## config.mk

```make
export PLATFORM = sky130hd
export DESIGN_NAME = instr_fetch_seq_flat
export DESIGN_NICKNAME = d
export VERILOG_FILES = /design/src/rtl/instr_fetch_seq_if.sv /design/src/rtl/instr_fetch_seq.sv /design/src/flat_wrapper.sv
export SDC_FILE = /design/constraint.sdc
export NUM_CORES = 1
export LEC_CHECK = 0
export CORE_UTILIZATION = 52
export DETAILED_ROUTE_END_ITERATION = 6
export PLACE_DENSITY_LB_ADDON = 0.08
export RECOVER_POWER = 25
export SYNTH_ARGS = -nofsm -noshare
export SYNTH_HDL_FRONTEND = slang
export SYNTH_SLANG_ARGS = --single-unit
export TNS_END_PERCENT = 50
```

## constraint.sdc

```tcl
create_clock -name clk -period 2.9 [get_ports clk]
set_input_delay 0.29 -clock clk [delete_from_list [all_inputs] [get_ports clk]]
set_output_delay 0.29 -clock clk [all_outputs]
set_load 0.02 [all_outputs]
```

## src/rtl/instr_fetch_seq_if.sv

```systemverilog
// instr_fetch_seq_if: program-memory read port plus control-unit Run/Done handshake.
interface instr_fetch_seq_if #(parameter int AW = 5, parameter int DW = 9);
    logic          Start;
    logic          Done;
    logic [AW-1:0] mem_addr;
    logic          mem_rd;
    logic [DW-1:0] mem_q;
    logic [DW-1:0] DIN;
    logic          Run;
    logic [AW-1:0] pc;
    logic          Busy;
    logic          Halted;
    logic          Error;
    modport master (input Start, Done, mem_q,
                    output mem_addr, mem_rd, DIN, Run, pc, Busy, Halted, Error);
    modport slave  (output Start, Done, mem_q,
                    input mem_addr, mem_rd, DIN, Run, pc, Busy, Halted, Error);
endinterface

```

## src/rtl/instr_fetch_seq.sv

```systemverilog
// instr_fetch_seq: fetches instructions (and mvi immediates) and hands them to the control unit.
// Optional EXEC watchdog enabled by defining FETCH_TIMEOUT_EN.
module instr_fetch_seq #(
    parameter int AW         = 5,
    parameter int DW         = 9,
    parameter int START_ADDR = 0,
    parameter int TIMEOUT    = 16
) (
    input logic clk,
    input logic Resetn,
    instr_fetch_seq_if.master bus
);
    localparam logic [2:0] IDLE   = 3'd0;
    localparam logic [2:0] F_ADDR = 3'd1;
    localparam logic [2:0] F_DATA = 3'd2;
    localparam logic [2:0] I_ADDR = 3'd3;
    localparam logic [2:0] I_DATA = 3'd4;
    localparam logic [2:0] ISSUE  = 3'd5;
    localparam logic [2:0] EXEC   = 3'd6;
    localparam logic [2:0] HALT   = 3'd7;

    logic [2:0]    state, nxt;
    logic [AW-1:0] pc_q;
    logic [DW-1:0] ir_q, imm_q;
    logic          is_mvi, timeout;

    assign is_mvi = ir_q[DW-1:DW-3] == 3'b001;

    always_ff @(posedge clk or negedge Resetn)
        if (!Resetn) begin
            state <= IDLE;
            pc_q  <= AW'(START_ADDR);
            ir_q  <= '0;
            imm_q <= '0;
        end else begin
            state <= nxt;
            if (state == F_DATA) ir_q <= bus.mem_q;
            if (state == I_DATA) imm_q <= bus.mem_q;
            if (state == EXEC && bus.Done) pc_q <= pc_q + AW'(is_mvi ? 2 : 1);
        end

    always_comb begin
        nxt = state;
        case (state)
            IDLE:    nxt = bus.Start ? F_ADDR : IDLE;
            F_ADDR:  nxt = F_DATA;
            F_DATA:  nxt = &bus.mem_q ? HALT : bus.mem_q[DW-1:DW-3] == 3'b001 ? I_ADDR : ISSUE;
            I_ADDR:  nxt = I_DATA;
            I_DATA:  nxt = ISSUE;
            ISSUE:   nxt = EXEC;
            EXEC:    nxt = bus.Done ? (bus.Start ? F_ADDR : IDLE) : timeout ? HALT : EXEC;
            default: nxt = HALT;
        endcase
    end

`ifdef FETCH_TIMEOUT_EN
    localparam int CW = $clog2(TIMEOUT + 1);
    logic [CW-1:0] cnt;
    logic          err;
    // Done on the final counted cycle takes priority over the timeout
    assign timeout   = state == EXEC && cnt == CW'(TIMEOUT - 1);
    assign bus.Error = err;
    always_ff @(posedge clk or negedge Resetn)
        if (!Resetn) begin
            cnt <= '0;
            err <= 1'b0;
        end else begin
            if (state == ISSUE) cnt <= '0;
            else if (state == EXEC && !bus.Done) cnt <= cnt + 1'b1;
            if (timeout && !bus.Done) err <= 1'b1;
        end
`else
    assign timeout   = 1'b0;
    assign bus.Error = 1'b0;
`endif

    assign bus.mem_addr = state == F_ADDR ? pc_q : state == I_ADDR ? pc_q + AW'(1) : '0;
    assign bus.mem_rd   = state == F_ADDR || state == I_ADDR;
    assign bus.DIN      = state == ISSUE ? ir_q : state == EXEC ? (is_mvi ? imm_q : ir_q) : '0;
    assign bus.Run      = state == ISSUE;
    assign bus.pc       = pc_q;
    assign bus.Busy     = state != IDLE && state != HALT;
    assign bus.Halted   = state == HALT;
endmodule

```

## src/flat_wrapper.sv

```systemverilog
// flat-port wrapper written by rule: the top's interface ports become plain ports
module instr_fetch_seq_flat 
#(
    parameter int AW         = 5,
    parameter int DW         = 9,
    parameter int START_ADDR = 0,
    parameter int TIMEOUT    = 16
)
  (clk, Resetn, bus_Start, bus_Done, bus_mem_q, bus_mem_addr, bus_mem_rd, bus_DIN, bus_Run, bus_pc, bus_Busy, bus_Halted, bus_Error);
  instr_fetch_seq_if #(.AW(AW), .DW(DW)) bus_i ();
  input logic clk;
  input logic Resetn;
  input wire logic [$bits(bus_i.Start)-1:0] bus_Start;
  input wire logic [$bits(bus_i.Done)-1:0] bus_Done;
  input wire logic [$bits(bus_i.mem_q)-1:0] bus_mem_q;
  output wire logic [$bits(bus_i.mem_addr)-1:0] bus_mem_addr;
  output wire logic [$bits(bus_i.mem_rd)-1:0] bus_mem_rd;
  output wire logic [$bits(bus_i.DIN)-1:0] bus_DIN;
  output wire logic [$bits(bus_i.Run)-1:0] bus_Run;
  output wire logic [$bits(bus_i.pc)-1:0] bus_pc;
  output wire logic [$bits(bus_i.Busy)-1:0] bus_Busy;
  output wire logic [$bits(bus_i.Halted)-1:0] bus_Halted;
  output wire logic [$bits(bus_i.Error)-1:0] bus_Error;
  assign bus_i.Start = bus_Start;
  assign bus_i.Done = bus_Done;
  assign bus_i.mem_q = bus_mem_q;
  assign bus_mem_addr = bus_i.mem_addr;
  assign bus_mem_rd = bus_i.mem_rd;
  assign bus_DIN = bus_i.DIN;
  assign bus_Run = bus_i.Run;
  assign bus_pc = bus_i.pc;
  assign bus_Busy = bus_i.Busy;
  assign bus_Halted = bus_i.Halted;
  assign bus_Error = bus_i.Error;
  instr_fetch_seq #(.AW(AW), .DW(DW), .START_ADDR(START_ADDR), .TIMEOUT(TIMEOUT)) u_core (.clk(clk), .Resetn(Resetn), .bus(bus_i));
endmodule
```

# == After elaboration in Yosys (flattened, before gate mapping) ==
# Index checks and enable logic that the tools add are counted.
# word_totals
wordCells,33
in_bits,13
output_inout_bits,24
regBits,26
# classes
muxes,11
add_sub_neg,2
reduce_logical,6
eq_ne,10
# op_table
cell,count
$mux 9,3
$pmux 3 s7,1
$eq 3x3->1 const B,4
$mux 5,2
$eq 3x1->1 const B,3
$mux 3,3
$reduce_and 9->1,1
$eq 3x2->1 const B,2
$add 5x1->5 const B,1
$add 5x5->5,1
$logic_not 3->1,1
$ne 3x3->1 const B,1
$reduce_bool 3->1,1
$logic_and 1x1->1,2
$mux 2,1
$logic_or 1x1->1,1
$mux 1,1

# == Depth between registers and ports, before layout ==
# Gate-level depths: netlist of the first run.
# logic_depth
word_depth,4
mapped_depth,6
ltp_nobuf,6

# == Worst setup path after synthesis of the first run ==
# No wires, ideal clock.
# synth_path
path_type,register -> register
from,register u_core.ir_q[8]
to,"register u_core.pc_q[1], in the netlist u_core.bus.pc[1]"
t_arrival_ps,1614
path_slack_ps,1203
required_time_ps,2817
setup_time_ps,83
path_stages_with_launch,6
period_less_slack_ps,1697
path_buffers,0
path_cell_list,dfrtp_1 -> or3b_4 -> ha_1 -> inv_1 -> fa_1 -> o21ai_0
# synth_via
elab_chain_cells,3
# synth_rtl
item,line_no,rtl
"start, declared",instr_fetch_seq.sv:24,"logic [DW-1:0] ir_q, imm_q;"
"start signal, assigned",instr_fetch_seq.sv:37,if (state == F_DATA) ir_q <= bus.mem_q;
$eq 3x1->1,instr_fetch_seq.sv:27,assign is_mvi = ir_q[DW-1:DW-3] == 3'b001;
$mux 2,instr_fetch_seq.sv:39,if (state == EXEC && bus.Done) pc_q <= pc_q + AW'(is_mvi ? 2 : 1);
$add 5x5->5,instr_fetch_seq.sv:39,
"end signal, assigned",instr_fetch_seq.sv:32,pc_q <= AW'(START_ADDR);
"end signal, assigned",instr_fetch_seq.sv:39,
"end, declared",instr_fetch_seq.sv:23,logic [AW-1:0] pc_q;
# Every way passes these cells.
# A chain may end at the register's enable or synchronous reset.

# == Worst setup path after layout of the first run ==
# layout_path
from,register u_core.state[1]
to,output port bus_DIN[1]
# layout_via
elab_chain_cells,3
elab_cells_between_ends,4
classes_between,eq/ne (2); mux (2)
# layout_rtl
item,line_no,rtl
"start, declared",instr_fetch_seq.sv:22,"logic [2:0] state, nxt;"
"start signal, assigned",instr_fetch_seq.sv:36,state <= nxt;
$eq 3x3->1,instr_fetch_seq.sv:79,assign bus.DIN = state == ISSUE ? ir_q : state == EXEC ? (is_mvi ? imm_q : ir_q) : '0;
$mux 9,instr_fetch_seq.sv:79,
$mux 9 (*),instr_fetch_seq.sv:79,
"end, declared",flat_wrapper.sv:18,output wire logic [$bits(bus_i.DIN)-1:0] bus_DIN;
# Mark *: on every way between the ends. The rest lies on a longest branch, timed or not.

==> impl_metrics.ini, run 1 <==
[outcome]
status = complete, no violations

[cells_and_area]
num_antenna_cells = 0
nets = 178
fin_area_um2 = 1870
area_delta_synth_final_pct = 27.1
final_util_pct = 72.7
layout_common_cells = 34 x clkdlybuf4s50_1, 26 x dfrtp_1, 19 x mux2_2, 8 x nor2_1
final_cells = 190
drive_gt1_share_pct = 21.9
layout_commonest_cell = clkdlybuf4s50_1

[place]
place_area_um2 = 1820
dpl.hpwl_mm = 2.28
place_congestion = 0.723
placed_cells = 186
portBuffers = 35
dp_slack_ns = 0.654

[drt]
wl_mm = 3.03
post_drt_wl_per_cell_um = 15.9
final_antenna_net_count = 0
drtIter0Drc = 25
via_per_inst = 5.75
first_pass_iters = 6
num_vias = 1092
drc_errors = 0

[synth]
seq_area_frac_synth_pct = 44.3
ys.flop_type = dfrtp_1
ys_async_sr_fraction_pct = 100
synth_edf_count = 0
ys_ff_latch = 26
yosysWarnings = 0
synth_cell_types = 41
synth_area_um2 = 1470
avgSynthCellArea_um2 = 11.7
synth_nets = 142
synthCells = 125

[clock_tree]
clkLatencyLatePin_ns = 0.33
cts_resized = 0
cts_sinks = 26
clock_path_buffers = 2
clk_transition_reported_paths_ns = 0.14
clock_tree.htree_level_count = 1
cts_made_buffers = 3
ctsHoldBuffers = 0
cts_tree = done
post_cts_buffers = 0
root_buffer = clkbuf_4

[hold_path]
holdCritPathClass = flop to flop
holdCritStartpoint = u_core.bus.pc[4]

[timing]
skew_ns = 0.00611
fin_setup_tns_ns = 0
finalHoldViolCount = 0
fmax_mhz = 384
slew-limit-headroom_pct = 5.47
layout_min_cycle_time_ns = 2.61
worst_hold_slack_ns = 0.519
rsz0062_at_grt = no
period_share_pct = 89.9
setup_viol = 0
tightest_slew_ns = 1.42
final_max_slew_viol_count = 0
fin_ws_ns = 0.294

[critical_path]
critPathBufInv = 1
cp-end-kind = output pin
reg2reg_depth = 3
arrival_ns = 2.32
crit_type = flop to output pin
crit_cells = 4
rr_startpoint = u_core.state[1]
cp-startpoint = u_core.state[1]
critPathLaunchType = flop
slowest_delay_ns = 0.67
required_ns = 2.61
cp_max_fo = 14
cpLargestDelayFamily = flip-flops
ff2ff_setup_slack_ns = 0.83
crit_chain = nand3b_4 > o21ai_2 > a22o_1 > clkdlybuf4s50_1
r2r_end = u_core.state[1]
slowest_stage = dfrtp_1
endpoint = bus_DIN[1]

[die]
die_w_um = 55.1
row_count = 18
die_y_um = 55.1
start_util_pct = 57.2
core-area_um2 = 2570
dieArea_um2 = 3040
ios = 37

[global_routing]
track_usage_pct = 23.0
antenna_found_initial = 0
grt_max_degree = 27
grt_pass1_wl_mm = 4.77
grt_pass1_vias = 1012
overflow = 0

[power_and_ir_drop]
finalPower_mw = 2.11
p_leak_nw = 0.792
ir_worst_vdd_mv = 0.812
p_per_area_nw_per_um2 = 1130

[flow_run]
cap_violations = 0
==> routing by layer <==
metal,vias to the layer above,track usage (%),wire [µm]
li1,516,-,-
met1,552,29.6,1330
met2,22,39.0,1590
met3,2,5.74,102
met4,0,5.00,10
met5,-,0,0
==> worst min-delay path by stage <==
stage / depth (start not counted) / end
after global placement: 1 / u_core.imm_q[3]
after floorplan: 0 / u_core.bus.pc[0]
after detailed placement: 1 / u_core.ir_q[5]
final: 1 / u_core.bus.pc[4]
after CTS: 2 / u_core.bus.pc[3]
after global routing: 1 / u_core.imm_q[1]
==> worst reg2reg max path, delay by kind of cell (launching register included) <==
kind	cells	cell delay, ns
and+or+nand+nor	2	1.12
DFF	1	0.67
AOI/OAI and AO/OA	1	0.21
==> flip-flops by register name (all words and copies together) (netlist names) <==
signal	cells
u_core.state	3
u_core.bus.pc	5
u_core.imm_q	9
u_core.ir_q	9
==> report_power, final <==
part,internal (mW),switching (mW)
registers,0.536,0.197
clock network,0.140,0.112
logic,0.594,0.526
total,1.27,0.836
==> cell type report <==
cell class	instances	area, µm²
Clock inverter	1	30.0
Clock buffer	3	22.5
Fill cell	201	702
Multi-Input combinational cell	87	741
Tap cell	30	37.5
Sequential cell	26	651
Inverter	6	22.5
Timing Repair Buffer	37	362
==> cell usage after synthesis, types with 3 or more instances <==
library cell,instances,area [µm²]
a21oi_1,5,25.0
a22o_1,6,52.6
buf_6,3,33.8
dfrtp_1,26,651
ha_1,3,37.5
inv_1,5,18.8
mux2_2,19,214
nand2_1,5,18.8
nand4_1,3,18.8
nor2_1,8,30.0
o21ai_0,3,15.0
xor2_1,6,52.6
==> cell families (layout without fill, tap and decap cells) <==
kind of cell	Yosys count	count (layout)	synth area share (%)
AND/OR/NAND/NOR	34	34	16.5
flip-flops	26	26	44.3
AO/OA/AOI/OAI	21	21	10.4
multiplexers	20	20	15.3
buffers and inverters	12	47	5.20
XOR/XNOR	7	7	4.18
adder cells (fa/ha/maj)	4	4	3.92
other	1	1	0.256
No activity file was read; power rests on OpenSTA's default activity.
==> run 2: changes to the inputs <==
CORE_UTILIZATION = 54   (was 52)
CTS_BUF_LIST = sky130_fd_sc_hd__clkbuf_4 sky130_fd_sc_hd__clkbuf_8   (was unset)
GPL_TIMING_DRIVEN = 0   (was unset)
==> run 2 against run 1 <==
Effect of this change:
- sequential power decreased by 6.3%
- cell area increased by 1.6%
- count of clock-buffer cells in the layout unchanged
- critical path depth increased by 1
- largest cell class unchanged
==> impl_metrics.ini, run 2 (synthesized netlist as in run 1, its figures left out) <==
[power_and_ir_drop]
p_leak_nw = 0.813
finalPower_mw = 2.13
p_int_mw = 1.30
clock_power_share_pct = 11.6
seqPwrFrac_pct = 32.2
ir_worst_vdd_mv = 0.735
p_per_area_nw_per_um2 = 1130
swShare_pct = 39.2
power.share.combinational_pct = 56.2
p_sw_uw = 836

[clock_tree]
ctsHoldBuffers = 0
cts_sinks = 26
cts_made_buffers = 3
root_buffer = clkbuf_4
clkLatencyLatePin_ns = 0.32
clk_transition_reported_paths_ns = 0.14
cts_resized = 0
clock_path_buffers = 2
clock_tree.htree_level_count = 1
cts_tree = done
post_cts_buffers = 0

[drt]
first_pass_iters = 4
wl_mm = 2.94
num_vias = 1088
drtIter0Drc = 15
via_per_inst = 5.61
post_drt_wl_per_cell_um = 15.1
drc_errors = 0
final_antenna_net_count = 0

[critical_path]
cp-startpoint = u_core.state[1]
cp_max_fo = 10
critPathBufInv = 2
arrival_ns = 2.27
critPathLaunchType = flop
crit_type = flop to output pin
crit_chain = clkbuf_1 > nand4_1 > xor2_1 > nor2_1 > clkdlybuf4s50_1
required_ns = 2.61
slowest_delay_ns = 0.61
cpLargestDelayFamily = buffers and inverters
slowest_stage = clkdlybuf4s50_1
cp-end-kind = output pin
rr_startpoint = u_core.ir_q[8]

[global_routing]
grt_max_degree = 27
antenna_found_initial = 0
track_usage_pct = 22.8
grt_pass1_wl_mm = 4.70
grt_pass1_vias = 1046
overflow = 0

[die]
start_util_pct = 58.2
die_w_um = 54.1
core-area_um2 = 2520
ios = 37
die_y_um = 54.1
dieArea_um2 = 2930
row_count = 18

[timing]
tightest_slew_ns = 1.16
finalHoldViolCount = 0
layout_min_cycle_time_ns = 2.56
period_share_pct = 88.3
skew_ns = 0.00671
fmax_mhz = 390
slew-limit-headroom_pct = 22.6
worst_hold_slack_ns = 0.526
fin_setup_tns_ns = 0
final_max_slew_viol_count = 0
setup_viol = 0
rsz0062_at_grt = no

[cells_and_area]
num_antenna_cells = 0
layout_commonest_cell = clkdlybuf4s50_1
area_delta_synth_final_pct = 29.2
drive_gt1_share_pct = 23.2
fin_area_um2 = 1900
layout_common_cells = 34 x clkdlybuf4s50_1, 26 x dfrtp_1, 19 x mux2_2, 8 x nor2_1
nets = 182

[place]
dpl.hpwl_mm = 2.19
portBuffers = 35
place_area_um2 = 1860
place_congestion = 0.780

[outcome]
status = complete, no violations

[flow_run]
cap_violations = 0

[hold_path]
holdCritStartpoint = u_core.imm_q[4]
holdCritPathClass = flop to flop
==> run 2: changes by cell type in the layout (fill, tap and decap cells not counted) <==
cell,before,now
nor3b_2,2,1
buf_2,0,1
buf_4,1,2
nor3b_1,2,3
buf_6,0,2
==> run 2: worst register-to-register path, cell delays in order (launching register included) <==
cell	delay (ns)
dfrtp_1	0.47
or3b_4	0.45
ha_1	0.22
inv_1	0.07
fa_1	0.40
o21ai_0	0.16
==> run 2: stage by stage <==
stage	std cells	util, %	setup WS (ns)
finish	194	75.1	0.338
global placement	190	73.6	0.749
detailed placement	190	73.6	0.761
CTS	194	75.6	0.366
global route	194	75.1	0.157
floorplan	125	-	1.20
==> run 2: worst paths after layout <==
check                      slack [ns]  cells past startpoint                to
max                              0.34                      5   bus_mem_addr[3]
min                              0.53                      1   u_core.imm_q[4]
max reg2reg                      1.07                      5  u_core.bus.pc[1]
min reg2reg                      0.53                      1   u_core.imm_q[4]
max in group asynchronous        1.58                      1    u_core.ir_q[5]
min in group asynchronous        0.63                      1    u_core.ir_q[4]
==> run 2: per-layer routing <==
| metal | global-route usage, % | part of all wire, % |
|---|---|---|
| met1 | 31.0 | 46 |
| met2 | 35.6 | 50 |
| met3 | 7.34 | 3.6 |
| met4 | 4.27 | 0.34 |
| met5 | 0 | 0 |
==> run 2: area by class of cell <==
type | instances | area (µm²)
clock buffers | 3 | 22.5
multi-input cells | 87 | 736
repair buffers | 35 | 350
flip-flops and latches | 26 | 651
well taps | 30 | 37.5
inverters | 6 | 22.5
clock inverters | 1 | 30.0
plain buffers | 6 | 46.3
fillers | 180 | 627
==> run 2: power by group through the flow <==
| stage | Clock (mW) | Combinational, mW | Sequential (mW) |
|---|---|---|---|
| CTS | 0.252 | 1.23 | 0.688 |
| floorplan | 0 | 0.781 | 0.691 |
| global route | 0.266 | 1.30 | 0.707 |
| global placement | 0 | 1.18 | 0.682 |
| detailed placement | 0 | 1.21 | 0.697 |
| finish | 0.246 | 1.20 | 0.687 |
==> run 3: changes to the inputs <==
ABC_CLOCK_PERIOD_IN_PS = 2900   (was unset)
GPL_ROUTABILITY_DRIVEN = 0   (was unset)
==> results of run 3 <==
Same layout as run 2: the final DEF is identical, and so are final timing and power.
